**src/rtl/gpu_scb_pkg.sv**
```systemverilog
// Shared types and constants for the Tom GPU/DSP register-hazard scoreboard.
package gpu_scb_pkg;

  localparam int unsigned REG_IDX_W    = 6;
  localparam int unsigned DefaultDepth = 4;
  localparam int unsigned DefaultLatW  = 3;
  // Entry counter storage width; LAT_W must not exceed this.
  localparam int unsigned CntMaxW      = 8;

  typedef struct packed {
    logic                 valid;
    logic [REG_IDX_W-1:0] idx;
    logic [CntMaxW-1:0]   cnt;
  } scb_entry_t;

  function automatic logic idx_hit(input logic en, input logic [REG_IDX_W-1:0] a,
                                   input logic [REG_IDX_W-1:0] b);
    return en && (a == b);
  endfunction

endpackage

```
**src/rtl/gpu_scb_entry.sv**
```systemverilog
// One pending-write slot: holds index and latency count, and reports RAW/WAW
// matches against the instruction at issue.
module gpu_scb_entry
  import gpu_scb_pkg::*;
#(
  parameter int unsigned LAT_W = DefaultLatW
) (
  input  logic                 clk_i,
  input  logic                 srst_ni,
  input  logic                 load_i,
  input  logic [REG_IDX_W-1:0] load_idx_i,
  input  logic [LAT_W-1:0]     load_lat_i,
  input  logic                 retire_i,
  input  logic                 srca_vld_i,
  input  logic [REG_IDX_W-1:0] srca_idx_i,
  input  logic                 srcb_vld_i,
  input  logic [REG_IDX_W-1:0] srcb_idx_i,
  input  logic                 issue_wr_i,
  input  logic [REG_IDX_W-1:0] issue_dst_i,
  output logic                 valid_o,
  output logic [REG_IDX_W-1:0] idx_o,
  output logic                 cnt_zero_o,
  output logic                 raw_a_o,
  output logic                 raw_b_o,
  output logic                 waw_o
);

  scb_entry_t entry_q, entry_d;

  // A load into a slot that is retiring the same cycle (full FIFO) wins.
  always_comb begin
    entry_d = entry_q;
    if (load_i) begin
      entry_d.valid = 1'b1;
      entry_d.idx   = load_idx_i;
      entry_d.cnt   = CntMaxW'(load_lat_i);
    end else if (retire_i) begin
      entry_d = '0;
    end else if (entry_q.valid && (entry_q.cnt != '0)) begin
      entry_d.cnt = entry_q.cnt - CntMaxW'(1);
    end
  end

  always_ff @(posedge clk_i) begin
    if (!srst_ni) begin
      entry_q <= '0;
    end else begin
      entry_q <= entry_d;
    end
  end

  assign valid_o    = entry_q.valid;
  assign idx_o      = entry_q.idx;
  assign cnt_zero_o = (entry_q.cnt == '0);
  assign raw_a_o    = entry_q.valid & idx_hit(srca_vld_i, entry_q.idx, srca_idx_i);
  assign raw_b_o    = entry_q.valid & idx_hit(srcb_vld_i, entry_q.idx, srcb_idx_i);
  assign waw_o      = entry_q.valid & idx_hit(issue_wr_i, entry_q.idx, issue_dst_i);

endmodule

```
**src/rtl/gpu_scoreboard.sv**
```systemverilog
// Register-hazard scoreboard: in-order circular FIFO of pending destination writes.
// Optional same-cycle forwarding of the retiring head is enabled by SCB_BYPASS_EN.
module gpu_scoreboard
  import gpu_scb_pkg::*;
#(
  parameter int unsigned DEPTH = DefaultDepth,
  parameter int unsigned LAT_W = DefaultLatW
) (
  input  logic                 sys_clk,
  input  logic                 resetl,
  input  logic                 issue_vld,
  input  logic [REG_IDX_W-1:0] issue_dst,
  input  logic                 issue_wr,
  input  logic [LAT_W-1:0]     issue_lat,
  input  logic                 srca_vld,
  input  logic [REG_IDX_W-1:0] srca_idx,
  input  logic                 srcb_vld,
  input  logic [REG_IDX_W-1:0] srcb_idx,
  output logic                 issue_rdy,
  output logic                 stall,
  output logic                 full,
  output logic                 wb_vld,
  output logic [REG_IDX_W-1:0] wb_idx
);

  localparam int unsigned PtrW = $clog2(DEPTH);
  localparam int unsigned OccW = $clog2(DEPTH + 1);

  logic [PtrW-1:0] head_q, head_d, tail_q, tail_d;
  logic [OccW-1:0] occ_q, occ_d;

  logic [DEPTH-1:0]     ent_valid, ent_zero, raw_a, raw_b, waw, load, retire, hit;
  logic [REG_IDX_W-1:0] ent_idx [DEPTH];
  logic                 push, pop, occ_full;

  function automatic logic [PtrW-1:0] ptr_inc(input logic [PtrW-1:0] p);
    return (p == PtrW'(DEPTH - 1)) ? '0 : p + 1'b1;
  endfunction

  for (genvar i = 0; i < DEPTH; i++) begin : g_entry
    assign load[i]   = push && (tail_q == PtrW'(i));
    assign retire[i] = pop && (head_q == PtrW'(i));

    gpu_scb_entry #(
      .LAT_W(LAT_W)
    ) u_entry (
      .clk_i      (sys_clk),
      .srst_ni    (resetl),
      .load_i     (load[i]),
      .load_idx_i (issue_dst),
      .load_lat_i (issue_lat),
      .retire_i   (retire[i]),
      .srca_vld_i (srca_vld),
      .srca_idx_i (srca_idx),
      .srcb_vld_i (srcb_vld),
      .srcb_idx_i (srcb_idx),
      .issue_wr_i (issue_wr),
      .issue_dst_i(issue_dst),
      .valid_o    (ent_valid[i]),
      .idx_o      (ent_idx[i]),
      .cnt_zero_o (ent_zero[i]),
      .raw_a_o    (raw_a[i]),
      .raw_b_o    (raw_b[i]),
      .waw_o      (waw[i])
    );
  end

  assign occ_full = (occ_q == OccW'(DEPTH));
  assign wb_vld   = resetl & ent_valid[head_q] & ent_zero[head_q];
  assign wb_idx   = wb_vld ? ent_idx[head_q] : '0;

  always_comb begin
    hit = raw_a | raw_b | waw;
`ifdef SCB_BYPASS_EN
    // The retiring head's result is forwarded, so it no longer blocks.
    if (wb_vld) begin
      hit[head_q] = 1'b0;
    end
`endif
  end

  assign stall = resetl & issue_vld & (|hit);
`ifdef SCB_BYPASS_EN
  assign full = resetl & occ_full & ~wb_vld;
`else
  assign full = resetl & occ_full;
`endif
  assign issue_rdy = resetl & issue_vld & ~stall & ~(full & issue_wr);

  assign push = issue_rdy & issue_wr;
  assign pop  = wb_vld;

  always_comb begin
    head_d = pop ? ptr_inc(head_q) : head_q;
    tail_d = push ? ptr_inc(tail_q) : tail_q;
    occ_d  = occ_q;
    unique case ({push, pop})
      2'b10:   occ_d = occ_q + OccW'(1);
      2'b01:   occ_d = occ_q - OccW'(1);
      default: occ_d = occ_q;
    endcase
  end

  always_ff @(posedge sys_clk) begin
    if (!resetl) begin
      head_q <= '0;
      tail_q <= '0;
      occ_q  <= '0;
    end else begin
      head_q <= head_d;
      tail_q <= tail_d;
      occ_q  <= occ_d;
    end
  end

endmodule

```
**config.mk**
```make
export PLATFORM = sky130hd
export DESIGN_NAME = gpu_scoreboard
export DESIGN_NICKNAME = d
export VERILOG_FILES = /design/src/rtl/gpu_scb_pkg.sv /design/src/rtl/gpu_scb_entry.sv /design/src/rtl/gpu_scoreboard.sv
export SDC_FILE = /design/constraint.sdc
export NUM_CORES = 1
export LEC_CHECK = 0
export BUFFER_PORTS_ARGS = -buffer_cell sky130_fd_sc_hd__buf_2
export CORE_AREA = 2 2 170 122
export CTS_BUF_LIST = sky130_fd_sc_hd__clkbuf_8
export CTS_CLUSTER_SIZE = 20
export DETAILED_ROUTE_END_ITERATION = 10
export DIE_AREA = 0 0 172 124
export PLACE_DENSITY_LB_ADDON = 0.1
export SYNTH_ARGS = -nofsm -noshare
export SYNTH_HDL_FRONTEND = slang
export SYNTH_HIERARCHICAL = 1
export SYNTH_SLANG_ARGS = --single-unit
```
**constraint.sdc**
```tcl
create_clock -name sys_clk -period 9.9 [get_ports sys_clk]
set_input_delay 0.99 -clock sys_clk [delete_from_list [all_inputs] [get_ports sys_clk]]
set_output_delay 0.99 -clock sys_clk [all_outputs]
set_load 0.05 [all_outputs]
```
# Word-level counts from Yosys, hierarchy flattened

Index checks and enable logic that the tools add are counted.

Input port bits: 27
Output and inout bits: 10
Bits in registers: 67

$lt $le $gt $ge: 2
Reductions and logical operators: 48
Bitwise logic cells: 27
Add/sub/neg operators: 8
Multiplexer cells: 27
Eq/ne operators: 21

Operators with widths:

| kind                                                                  | number |
|---|---|
| 6-bit equality test                                                   | 12 |
| 8-bit two-way mux                                                     | 8 |
| 15-bit two-way mux                                                    | 4 |
| 8-bit zero test                                                       | 4 |
| 8-bit nonzero test                                                    | 4 |
| 8-bit by 1-bit subtractor with 8-bit output, second input constant    | 4 |
| 7-bit two-way mux                                                     | 4 |
| 1-bit logical AND                                                     | 24 |
| 1-bit bitwise AND                                                     | 21 |
| 6-bit two-way mux                                                     | 3 |
| 6-bit binary-select mux with 2-bit select                             | 1 |
| 3-bit nonzero test                                                    | 4 |
| 3-bit OR reduction                                                    | 4 |
| 2-bit equality test, second input constant                            | 5 |
| 2-bit nonzero test                                                    | 5 |
| 4-bit bitwise OR                                                      | 2 |
| 2-bit by 1-bit equality test with 1-bit output, second input constant | 3 |
| 3-bit one-hot mux with 2 select lines                                 | 1 |
| 2-bit by 1-bit adder with 2-bit output, second input constant         | 2 |
| 1-bit binary-select mux with 2-bit select                             | 2 |
| 2-bit zero test                                                       | 2 |
| 2-bit two-way mux                                                     | 2 |
| 4-bit OR reduction                                                    | 1 |
| 3-bit by 1-bit adder with 3-bit output, second input constant         | 1 |
| 7 further kinds                                                       | 10 |

# Longest topological paths before layout

Gate-level depths: netlist (run 1).

Depth after elaboration: 13
Depth in mapped cells: 14

# By module

Netlist (run 1), hierarchy kept.

By module, submodules not included:

| module         | seq. area each (um^2) | cells each | area an instance (um^2) | times used |
|---|---|---|---|---|
| gpu_scb_entry  | 300.3                 | 122        | 1006.0                  | 4 |
| gpu_scoreboard | 140.1                 | 94         | 799.5                   | 1 |

# Least setup slack after synthesis (run 1)

No wires, ideal clock.

Path type: register -> output
Start: register g_entry[1].u_entry/entry_q[0] in the netlist's numbering
End: output port wb_idx[0]
Data arrival time: 2.621 ns
Path buffers: 1
Slack: 6.289 ns
Stages on the path, launching flop included: 10
Data required time: 8.910 ns
Cell sequence: dfxtp_1 -> inv_1 -> ha_1 -> or3b_2 -> nor2_1 -> nand2_1 -> mux4_2 -> nor2_1 -> buf_2 -> and2_1

Longest elaborated chain between the ends: 5

RTL lines:

| what                                      | RTL line             | RTL |
|---|---|---|
| from (decl)                               | gpu_scb_entry.sv:28  | `scb_entry_t entry_q, entry_d;` |
| from (signal assigned)                    | gpu_scb_entry.sv:48  | `entry_q <= entry_d;` |
| 8-bit zero test                           | gpu_scb_entry.sv:54  | `assign cnt_zero_o = (entry_q.cnt == '0);` |
| named net ent_zero[1]                     | gpu_scoreboard.sv:32 | `logic [DEPTH-1:0] ent_valid, ent_zero, raw_a, raw_b, waw, load, retire, hit;` |
| 1-bit binary-select mux with 2-bit select | gpu_scoreboard.sv:69 | `assign wb_vld = resetl & ent_valid[head_q] & ent_zero[head_q];` |
| 1-bit two-way mux (not written as such)   | gpu_scoreboard.sv:69 |  |
| 1-bit bitwise AND                         | gpu_scoreboard.sv:69 |  |
| named net wb_vld                          | gpu_scoreboard.sv:22 | `output logic wb_vld,` |
| 6-bit two-way mux                         | gpu_scoreboard.sv:70 | `assign wb_idx = wb_vld ? ent_idx[head_q] : '0;` |
| to (decl)                                 | gpu_scoreboard.sv:23 | `output logic [REG_IDX_W-1:0] wb_idx` |

The timed path passes the listed nets, and every way through them passes these cells. The select of a mux whose other input is x is not followed.

# Worst setup path in the final report (run 1)

Start: register g_entry[3].u_entry/entry_q[0] in the netlist's numbering
End: output port wb_idx[0]

Longest elaborated chain between the ends: 5

RTL lines:

| what                                      | RTL line |
|---|---|
| from (decl)                               | gpu_scb_entry.sv:28 |
| from (signal assigned)                    | gpu_scb_entry.sv:48 |
| 8-bit zero test                           | gpu_scb_entry.sv:54 |
| named net ent_zero[3]                     | gpu_scoreboard.sv:32 |
| 1-bit binary-select mux with 2-bit select | gpu_scoreboard.sv:69 |
| 1-bit two-way mux (not written as such)   | gpu_scoreboard.sv:69 |
| 1-bit bitwise AND                         | gpu_scoreboard.sv:69 |
| 6-bit two-way mux                         | gpu_scoreboard.sv:70 |

The timed path passes the listed nets, and every way through them passes these cells. The select of a mux whose other input is x is not followed.

==> results.tsv, run 1 <==
stage	metric	value	unit
floorplanning	width of the chip	172	um
synth	leading post-synthesis cells by cell area	sky130_fd_sc_hd__dfxtp_1, sky130_fd_sc_hd__xnor2_1, sky130_fd_sc_hd__xor2_1	
timing	setup total negative slack	0	ps
drt	via/cell ratio	4.714	
clock_network	maximum buffer depth of the clock tree	2	
global_route	first-pass GRT wire length	23090	um
status	run status	finished, final reports clean	
synth	most area-hungry cell type in the Yosys netlist	sky130_fd_sc_hd__dfxtp_1	
synth	post-synthesis sequential area ratio	0.2781	
synth	count of cell types in the netlist	38	
timing	transition at the pin with the smallest max-transition slack	989.0	ps
synth	Post-Synthesis Net Count	627	
clock_network	CTS tree	yes	
timing	headroom to the max-slew limit	0.3383	
timing	period utilisation layout	0.4643	
clock_network	Clk pin slew, worst setup/hold paths	70	ps
timing	number of pins with negative max-slew slack in the final report	0	
drt	DRC violations left	0	
placed_design	weighted congestion at the end of routability-driven global placement	0.7821	
timing	final-layout worst hold slack	478.9	ps
timing	minimum period implied by the final worst setup slack	4597	ps
synth	most instantiated library cell after synthesis	sky130_fd_sc_hd__dfxtp_1	
synth	share of flip-flops with an asynchronous set or reset after synthesis	0	
global_route	Total Routing Usage GR	0.1451	
floorplanning	initial cell density of the core	0.2463	
worst_setup_path	Worst Path Max Fanout	12	
synth	post-synth design cell area	4823	sq um
timing	Final setup violation count	0	
synth	Synth Register Bits	67	
hold_path	worst hold path stage count	2	
power_and_ir_drop	leakage power	1.818	nW
global_route	gr ovfl total	0	
drt	final routed wire length divided by cell count	17.03	um
layout	final core area utilization	0.2729	
global_route	number of antenna violations at the first check in global routing	0	
synth	most used flip-flop cell after synthesis	sky130_fd_sc_hd__dfxtp_1	
worst_setup_path	capturing element type of the critical path	output port	
drt	number of iterations in the first detailed-routing pass	5	
layout	net count reported at finish	628	
worst_setup_path	critical register-to-register path startpoint	g_entry[3].u_entry/entry_q[0]	
synth	share of the synthesized area in the top cell type	0.2781	
power_and_ir_drop	peak ir drop on the vdd network	0.07660	mV
clock_network	post-cts hold buffer count	0	
hold_path	Hold Crit Endpoint	g_entry[0].u_entry/entry_q[7]	
worst_setup_path	cell repeated most along the worst path	sky130_fd_sc_hd__nor2_1	
placed_design	input/output buffers	36	
timing	maximum clock frequency	217.5	MHz
clock_network	clock net sink count	67	
hold_path	path class of the lowest-slack min-delay path	flip-flop to flip-flop	
hold_path	launch point of the worst hold path	g_entry[0].u_entry/entry_q[7]	
layout	final-layout fill cell count	2108	
placed_design	DPL Wire Length	10630	um
floorplanning	ports placed on the boundary	37	
worst_setup_path	Critical Setup Path Class	flip-flop to output port	
layout	Layout Area Growth over Synthesis	10.79	%
layout	final antenna diode count	0	
clock_network	cells resized by post-CTS repair	0	
timing	largest clock skew in the final design	7.495	ps
clock_network	total number of H-tree levels	3	
floorplanning	area of the die	21330	sq um
worst_setup_path	largest stage delay on the critical path	770	ps
floorplanning	height of the chip	124	um
clock_network	post-CTS setup buffers	0	
worst_setup_path	number of cell instances on the worst register-to-register path	13	
worst_setup_path	critical path data arrival time	3610	ps
worst_setup_path	Worst R2R Setup Slack	5790	ps
worst_setup_path	type of element launching the critical path	flip-flop	
worst_setup_path	slowest library cell on the worst path	sky130_fd_sc_hd__nor2_1	
worst_setup_path	required time at the endpoint of the critical path	8910	ps
drt	Detailed Route Iter0 Violations	250	
placed_design	placed cell count	842	
synth	Synth Instances	582	
clock_network	insertion delay to the later sink of the worst-skew pair	370	ps
clock_network	CTS Root Buffer Type	sky130_fd_sc_hd__clkbuf_8	
clock_network	number of buffers added by the clock tree synthesis step	9	
global_route	number of global-route vias before repair	4102	
floorplanning	core region area	19580	sq um
synth	number of synthesized flops with an enable pin	0	
drt	DR vias	4045	
worst_setup_path	RR Endpoint	occ_q[2]	
power_and_ir_drop	power density of the placed cells	124.8	nW/um^2
synth	commonest cells in the netlist	sky130_fd_sc_hd__dfxtp_1, sky130_fd_sc_hd__nor2_1, sky130_fd_sc_hd__xnor2_1	
drt	Routed WL	14610	um
flow_run	maxcap violations	0	
synth	warnings from Yosys	6	
layout	layout cells sized above 1	0.1378	
synth	Avg Inst Size Synth	8.288	sq um
worst_setup_path	CP cell instances	inv_1, ha_1, or3b_2, nor2_1, nand2_1, mux4_2, nor2_1, and2_1, buf_2	
drt	number of nets still failing antenna checks after routing	0	
layout	Layout Cells excl Fill	858	
timing	RSZ-0062 raised after global routing	false	
global_route	pin count of the biggest net entering global routing	51	
timing	number of hold violations in the final report	0	
floorplanning	standard-cell row count	43	
-- sequential cells by signal, indices dropped and copies added, names as in the netlist --
signal,flops
tail_q,2
g_entry.u_entry/valid_o,4
occ_q,3
g_entry.u_entry/idx_o,24
head_q,2
g_entry.u_entry/entry_q,32
-- cell usage in the layout (no fill, tap or decap), drive strengths merged, types with 15 or more instances in the layout --
cell,n
nor2,51
nor2b,20
xor2,38
nor3b,28
nor4,15
xnor2,48
dfxtp,67
buf,38
inv,26
nor3,17
a21oi,43
nand3,36
ha,17
nand2,28
-- cell type report --
type	instances	area [sq um]	share of cell area
flip-flops and latches	67	1341	0.2510
inverters	26	97.59	0.01826
multi-input cells	441	3112	0.5823
repair buffers	38	195.2	0.03653
well taps	270	337.8	0.06322
clock inverters	4	95.09	0.01779
clock buffers	12	165.2	0.03091
-- worst max-delay path: cells and delay by family (launching register included) --
kind,cells,cell delay [ps]
adder cells (fa/ha/maj),1,160
buffers and inverters,2,370
flip-flops,1,340
multiplexers,1,500
AND/OR/NAND/NOR,5,1870
-- report_power, final --
part	switching, mW	internal, mW	total [mW]
sequential	0.00926	0.274	0.283
combinational	0.0480	0.0333	0.0814
clock	0.115	0.188	0.302
-- worst max-delay path by stage --
stage                                        from   endpoint  slack [ps]
floorplan           g_entry[1].u_entry/entry_q[0]  wb_idx[0]        6290
global placement                           resetl  wb_idx[0]        5750
detailed placement  g_entry[1].u_entry/entry_q[0]  wb_idx[0]        5690
CTS                 g_entry[3].u_entry/entry_q[0]  wb_idx[0]        5260
global route        g_entry[3].u_entry/entry_q[0]  wb_idx[0]        5000
finish              g_entry[3].u_entry/entry_q[0]  wb_idx[0]        5300
-- metrics by stage --
| stage | worst slack [ps] | area, sq um | total power [mW] |
|---|---|---|---|
| 5_1_grt | 5001 | 5344 | 0.6998 |
| 2_1_floorplan | 6289 | 4823 | 0.3418 |
| 3_5_place_dp | 5690 | 5084 | 0.3721 |
| 4_1_cts | 5259 | 5344 | 0.6804 |
| 3_3_place_gp | 5748 | 5084 | 0.3716 |
| 6_report | 5303 | 5344 | 0.6669 |
-- metal layers --
metal	part of all wire	track usage
met2	0.43	0.2246
met4	0.014	0.03939
met5	0	0
met1	0.51	0.2055
met3	0.048	0.02860
-- kinds of logic after synthesis --
family / count (synthesis) / share of synthesized area
compound gates: 90 / 0.1292
buf+inv: 74 / 0.07678
flops: 67 / 0.2781
mux: 8 / 0.03554
fa+ha+maj: 18 / 0.04825
simple gates: 239 / 0.2760
xor+xnor: 86 / 0.1562
(Power assumes the default switching activity.)
==> run 2, diff against run 1 <==
- clock period: 9.9 -> 3.7 ns (I/O delays scaled with it)
==> run 2 against run 1 <==
Against the previous run:
- cell area is 0.75% higher
- via count is 1.6% higher
- sequential share of layout area is 0.19 points lower
- critical path depth is 1 higher
- non-clock buffer count is 13 higher
- largest power group is now registers
- highest routed layer unchanged
==> results.tsv, run 2 (synthesized netlist as in run 1, its figures left out) <==
stage	metric	value	unit
status	run status	finished, final reports clean	
timing	Final setup violation count	0	
timing	minimum period implied by the final worst setup slack	3458	ps
drt	metal1 wirelength	7780	um
worst_setup_path	type of element launching the critical path	flip-flop	
hold_path	path class of the lowest-slack min-delay path	primary input to flip-flop	
layout	Layout Cells excl Fill	871	
worst_setup_path	largest stage delay on the critical path	520	ps
clock_network	post-cts hold buffer count	0	
drt	Detailed Route Iter0 Violations	241	
drt	DRC violations left	0	
power_and_ir_drop	relative contribution of sequential cells to total power	0.465	
clock_network	post-CTS setup buffers	0	
drt	DR vias	4108	
power_and_ir_drop	Total Power Consumption	1.615	mW
worst_setup_path	CP top delay family	simple AND/OR/NAND/NOR gates	
floorplanning	core region area	19580	sq um
drt	Met2 Routed Length	6207	um
flow_run	maxcap violations	0	
hold_path	launch point of the worst hold path	issue_lat[0]	
layout	commonest cells after routing, fill and taps aside	sky130_fd_sc_hd__dfxtp_1, sky130_fd_sc_hd__nor2_1, sky130_fd_sc_hd__xnor2_1, sky130_fd_sc_hd__a21oi_1, sky130_fd_sc_hd__xor2_1	
timing	transition at the pin with the smallest max-transition slack	808.9	ps
clock_network	maximum buffer depth of the clock tree	2	
drt	number of iterations in the first detailed-routing pass	4	
worst_setup_path	cell repeated most along the worst path	sky130_fd_sc_hd__nor2_1	
floorplanning	height of the chip	124	um
timing	setup total negative slack	0	ps
global_route	pin count of the biggest net entering global routing	49	
clock_network	Clk pin slew, worst setup/hold paths	80	ps
power_and_ir_drop	Comb power frac	0.144	
timing	final-layout worst hold slack	383.5	ps
global_route	gr ovfl total	0	
layout	net count reported at finish	641	
worst_setup_path	capturing element type of the critical path	output port	
layout	final antenna diode count	0	
placed_design	worst-case setup slack after placement	304.8	ps
clock_network	number of buffers added by the clock tree synthesis step	9	
placed_design	placed cell count	855	
placed_design	DPL Wire Length	10950	um
drt	Routed WL	14700	um
global_route	Total Routing Usage GR	0.1452	
timing	largest clock skew in the final design	11.61	ps
clock_network	total number of H-tree levels	3	
power_and_ir_drop	power density of the placed cells	299.9	nW/um^2
layout	Layout Area Growth over Synthesis	11.62	%
clock_network	clock net sink count	67	
drt	uppermost routed layer	met4	
timing	period utilisation layout	0.9347	
floorplanning	standard-cell row count	43	
worst_setup_path	critical register-to-register path startpoint	g_entry[3].u_entry/entry_q[0]	
worst_setup_path	CP cell instances	inv_1, ha_1, or3b_2, nor2_1, nand2_1, mux4_2, nor2_1, buf_4, and2_1, clkbuf_4	
timing	maximum clock frequency	289.2	MHz
drt	number of nets still failing antenna checks after routing	0	
power_and_ir_drop	switching portion of total power	0.2878	
layout	layout cells sized above 1	0.1547	
worst_setup_path	Worst Path Max Fanout	11	
drt	met3 wire length	556	um
placed_design	weighted congestion at the end of routability-driven global placement	0.8420	
worst_setup_path	critical path data arrival time	3090	ps
clock_network	insertion delay to the later sink of the worst-skew pair	370	ps
global_route	first-pass GRT wire length	23090	um
worst_setup_path	required time at the endpoint of the critical path	3330	ps
power_and_ir_drop	peak ir drop on the vdd network	0.1299	mV
power_and_ir_drop	clock network fraction of design power	0.390	
timing	RSZ-0062 raised after global routing	false	
global_route	number of global-route vias before repair	3914	
floorplanning	ports placed on the boundary	37	
timing	number of pins with negative max-slew slack in the final report	0	
layout	Largest Register	g_entry.u_entry/entry_q	
worst_setup_path	start point of the critical path	g_entry[3].u_entry/entry_q[0]	
power_and_ir_drop	design internal power	1.150	mW
timing	headroom to the max-slew limit	0.4608	
drt	via/cell ratio	4.716	
global_route	number of antenna violations at the first check in global routing	0	
floorplanning	initial cell density of the core	0.2463	
worst_setup_path	slowest library cell on the worst path	sky130_fd_sc_hd__or3b_2	
clock_network	CTS Root Buffer Type	sky130_fd_sc_hd__clkbuf_8	
power_and_ir_drop	leakage power	1.856	nW
worst_setup_path	count of buffer and inverter cells on the critical path	3	
drt	final routed wire length divided by cell count	16.88	um
clock_network	CTS tree	yes	
timing	setup slack after layout	241.7	ps
layout	most common cell after layout, fill and taps aside	sky130_fd_sc_hd__dfxtp_1	
power_and_ir_drop	net switching component of the power	0.4648	mW
worst_setup_path	Critical Setup Path Class	flip-flop to output port	
layout	max reg flops	32	
floorplanning	width of the chip	172	um
timing	number of hold violations in the final report	0	
placed_design	input/output buffers	36	
floorplanning	area of the die	21330	sq um
## run 2: cell count changes in the layout (fill, tap and decap cells not counted), moves of 2 or more
cell / previous run / this run
sky130_fd_sc_hd__clkinvlp_4: 0 / 2
sky130_fd_sc_hd__inv_1: 25 / 27
sky130_fd_sc_hd__buf_4: 2 / 15
sky130_fd_sc_hd__clkbuf_4: 0 / 2
sky130_fd_sc_hd__buf_2: 36 / 34
sky130_fd_sc_hd__bufinv_16: 3 / 1
sky130_fd_sc_hd__clkbuf_8: 12 / 10
## run 2: final timing paths
kind	to	slack, ps	depth (start not counted)
worst max-delay path	wb_idx[5]	240	10
worst min-delay path	g_entry[0].u_entry/entry_q[0]	380	3
worst max register to register	occ_q[2]	300	13
worst min register to register	g_entry[2].u_entry/entry_q[7]	490	2
## run 2: worst reg2reg max path, delay by kind of cell (launching register included)
family / cells / cell delay, ps
fa+ha+maj: 3 / 760
simple gates: 5 / 1300
mux: 1 / 480
xor+xnor: 1 / 160
compound gates: 1 / 130
flops: 1 / 340
buf+inv: 2 / 170
## run 2: what timing repair did
action | CTS | global route
endpoints found under the hold margin | 0 | 0
resized for setup | 0 | 3
setup endpoints to repair | 0 | 2
## run 2: layer usage
metal / vias up / track usage
li1: 2057 / -
met1: 1966 / 0.2128
met2: 74 / 0.2161
met3: 11 / 0.03019
met4: 0 / 0.03519
met5: - / 0
## run 2: area by class of cell
type / count / area (sq um)
timing repair buffer: 51 / 297.8
tap: 270 / 337.8
clock buffer: 10 / 137.6
sequential: 67 / 1341
clock inverter: 6 / 57.56
multi-input combinational: 441 / 3114
fill: 2157 / 14200
inverter: 26 / 97.59
## run 2: stage by stage
stage	cell area [sq um]	util
after CTS	5376	0.2745
after global routing	5384	0.2749
after detailed placement	5181	0.2646
final	5384	0.2749
after global placement	5181	0.2646
after floorplan	4823	-
## run 2: power groups by stage
stage / Combinational, mW / Sequential [mW] / Clock, mW
2_1_floorplan: 0.152 / 0.762 / 0
3_3_place_gp: 0.233 / 0.768 / 0
3_5_place_dp: 0.234 / 0.769 / 0
4_1_cts: 0.236 / 0.751 / 0.662
5_1_grt: 0.258 / 0.754 / 0.689
6_report: 0.233 / 0.751 / 0.630
==> run 3, diff against run 2 <==
- ABC_AREA: not set -> 1
- CORE_AREA: 2 2 170 122 -> 2 2 173 124
- DIE_AREA: 0 0 172 124 -> 0 0 175 126
==> run 3 against run 2 <==
Against the previous run:
- first-iteration DRC count up 39%
- largest power group is now the clock network
- clock skew down 3.4 ps
- fmax up 24%
- cell area up 2.9%
==> results.tsv, run 3 <==
stage	metric	value	unit
worst_setup_path	largest stage delay on the critical path	310	ps
worst_setup_path	critical path data arrival time	2420	ps
clock_network	CTS tree	yes	
drt	Routed WL	16030	um
drt	final routed wire length divided by cell count	14.64	um
timing	final-layout worst hold slack	351.7	ps
timing	number of pins with negative max-slew slack in the final report	0	
synth	share of flip-flops with an asynchronous set or reset after synthesis	0	
worst_setup_path	required time at the endpoint of the critical path	3330	ps
synth	post-synthesis sequential area ratio	0.2678	
synth	Avg Inst Size Synth	6.269	sq um
power_and_ir_drop	power density of the placed cells	338.7	nW/um^2
power_and_ir_drop	relative contribution of sequential cells to total power	0.406	
synth	Post-Synthesis Net Count	844	
drt	number of nets still failing antenna checks after routing	0	
timing	setup total negative slack	0	ps
floorplanning	standard-cell row count	44	
timing	minimum period implied by the final worst setup slack	2788	ps
worst_setup_path	Worst R2R Setup Slack	1020	ps
floorplanning	initial cell density of the core	0.2452	
floorplanning	area of the die	22050	sq um
worst_setup_path	type of element launching the critical path	flip-flop	
timing	number of hold violations in the final report	0	
synth	adder-cell area share of the yosys netlist	0.04647	
synth	warnings from Yosys	6	
synth	Synth Instances	799	
global_route	number of global-route vias before repair	4473	
worst_setup_path	slowest library cell on the worst path	sky130_fd_sc_hd__buf_2	
timing	transition at the pin with the smallest max-transition slack	520.9	ps
power_and_ir_drop	clock network fraction of design power	0.412	
placed_design	placed cell count	1078	
timing	Final setup violation count	0	
placed_design	weighted congestion at the end of routability-driven global placement	0.7940	
clock_network	cells resized by post-CTS repair	0	
timing	RSZ-0062 raised after global routing	false	
floorplanning	core region area	20420	sq um
synth	post-synth design cell area	5009	sq um
clock_network	CTS Root Buffer Type	sky130_fd_sc_hd__clkbuf_8	
placed_design	DPL Wire Length	12040	um
status	run status	finished, final reports clean	
drt	number of iterations in the first detailed-routing pass	5	
synth	Synth Area in Compound Gates	0.1816	
clock_network	post-cts hold buffer count	0	
worst_setup_path	number of cell instances on the worst register-to-register path	19	
synth	share of the synthesized area in the top cell type	0.2678	
synth	most instantiated library cell after synthesis	sky130_fd_sc_hd__nand2_1	
global_route	gr ovfl total	0	
drt	Detailed Route Iter0 Violations	335	
synth	commonest cells in the netlist	sky130_fd_sc_hd__nand2_1, sky130_fd_sc_hd__nor2_1, sky130_fd_sc_hd__inv_1	
floorplanning	ports placed on the boundary	37	
hold_path	worst hold path stage count	3	
layout	final-layout fill cell count	2308	
power_and_ir_drop	peak ir drop on the vdd network	0.1402	mV
placed_design	input/output buffers	36	
layout	Largest Register	g_entry.u_entry/entry_q	
clock_network	number of buffers added by the clock tree synthesis step	9	
floorplanning	width of the chip	175	um
global_route	Total Routing Usage GR	0.1524	
power_and_ir_drop	Comb power frac	0.182	
floorplanning	height of the chip	126	um
hold_path	path class of the lowest-slack min-delay path	primary input to flip-flop	
global_route	first-pass GRT wire length	25900	um
power_and_ir_drop	design internal power	1.317	mW
synth	Post-Synth Simple-Gate Area	0.3090	
power_and_ir_drop	switching portion of total power	0.2980	
drt	DR vias	4796	
worst_setup_path	cell repeated most along the worst path	sky130_fd_sc_hd__nand3_1	
worst_setup_path	Critical Setup Path Class	flip-flop to output port	
layout	commonest cells after routing, fill and taps aside	sky130_fd_sc_hd__nand2_1, sky130_fd_sc_hd__nor2_1, sky130_fd_sc_hd__inv_1, sky130_fd_sc_hd__a21oi_1, sky130_fd_sc_hd__dfxtp_1	
layout	Design Area, Final	5540	sq um
global_route	number of antenna violations at the first check in global routing	0	
synth	Synth Register Bits	67	
synth	most area-hungry cell type in the Yosys netlist	sky130_fd_sc_hd__dfxtp_1	
timing	period utilisation layout	0.7536	
clock_network	Clk pin slew, worst setup/hold paths	80	ps
clock_network	maximum buffer depth of the clock tree	2	
synth	leading post-synthesis cells by cell area	sky130_fd_sc_hd__dfxtp_1, sky130_fd_sc_hd__nand2_1, sky130_fd_sc_hd__nor2_1	
timing	maximum clock frequency	358.7	MHz
placed_design	post-placement cell area	5296	sq um
flow_run	maxcap violations	0	
timing	largest clock skew in the final design	8.192	ps
synth	post-synthesis xor/xnor area fraction	0.05596	
worst_setup_path	Worst Path Max Fanout	12	
drt	via/cell ratio	4.380	
global_route	pin count of the biggest net entering global routing	24	
drt	DRC violations left	0	
synth	mux contribution to synthesized area	0	
layout	layout cells sized above 1	0.1100	
layout	final core area utilization	0.2713	
worst_setup_path	CP top delay family	buffers and inverters	
timing	headroom to the max-slew limit	0.6523	
clock_network	post-CTS setup buffers	0	
power_and_ir_drop	leakage power	2.305	nW
worst_setup_path	cell depth of the worst setup path	10	
synth	combinational family with the most area after synthesis	simple AND/OR/NAND/NOR gates	
layout	Layout Area Growth over Synthesis	10.62	%
synth	count of cell types in the netlist	30	
synth	most used flip-flop cell after synthesis	sky130_fd_sc_hd__dfxtp_1	
worst_setup_path	CP cell instances	inv_1, ha_1, nand3_1, nor2_1, nand3_1, nand3_1, nand3_2, buf_4, a21oi_1, buf_2	
layout	most common cell after layout, fill and taps aside	sky130_fd_sc_hd__nand2_1	
clock_network	insertion delay to the later sink of the worst-skew pair	370	ps
layout	Layout Cells excl Fill	1095	
worst_setup_path	count of buffer and inverter cells on the critical path	3	
clock_network	total number of H-tree levels	3	
layout	net count reported at finish	858	
layout	max reg flops	32	
clock_network	clock net sink count	67	
synth	number of synthesized flops with an enable pin	0	
worst_setup_path	capturing element type of the critical path	output port	
power_and_ir_drop	net switching component of the power	0.5593	mW
run 3: changes by cell type after synthesis, sizes merged, moves of 15 or more:
cell   before  now
xnor2      48   32
nor2       51  121
o21ai      11   61
nor2b      20    0
inv        26   99
xor2       38    0
nor4       15    0
nand2      28  184
nor3b      28    0
nor3       17    2
a21oi      43   78
nand3      36   56
o22ai       0   24
run 3: cell type report:
cell class                 instances  area [sq um]  area share
antenna                            1         2.502   0.0004517
sequential                        67          1341      0.2421
clock buffer                      10         137.6     0.02484
timing repair buffer              47         262.8     0.04743
clock inverter                     6         103.9     0.01874
multi-input combinational        588          2970      0.5361
inverter                         100         376.6     0.06798
tap                              276         345.3     0.06233
run 3: logic make-up after synthesis:
family | count (synthesis)
fa+ha+maj | 18
compound gates | 167
simple gates | 371
flops | 67
xor+xnor | 32
buf+inv | 144
run 3: worst register-to-register path, delay by kind of cell (launching register included):
family | cells | cell delay (ps)
and+or+nand+nor | 8 | 730
adders and majority gates | 2 | 530
buffers and inverters | 3 | 240
AOI/OAI and AO/OA | 6 | 730
DFF | 1 | 350
run 3: stage by stage:
step,power [mW],worst slack [ps]
2_1_floorplan,1.012,1093
3_3_place_gp,1.126,935.5
3_5_place_dp,1.120,979.9
4_1_cts,1.913,832.6
5_1_grt,1.992,576.6
6_report,1.877,911.9
run 3: final timing paths:
kind / startpoint / to
setup / recovery: g_entry[1].u_entry/entry_q[0] / wb_idx[5]
hold / removal: resetl / g_entry[2].u_entry/entry_q[1]
setup reg to reg: g_entry[1].u_entry/idx_o[4] / occ_q[2]
hold reg to reg: occ_q[2] / occ_q[2]
run 3: power by group through the flow:
stage	registers (mW)	clock network (mW)	logic, mW
global placement	0.780	0	0.346
floorplan	0.771	0	0.241
finish	0.762	0.773	0.342
detailed placement	0.779	0	0.341
CTS	0.762	0.809	0.342
global route	0.767	0.837	0.388
run 3: metal layers:
metal / part of all wire / track usage / vias up
met5: 0 / 0 / -
met4: 0.014 / 0.04069 / 0
met3: 0.037 / 0.03110 / 13
met2: 0.39 / 0.2127 / 86
met1: 0.56 / 0.2333 / 2115
li1: - / - / 2582
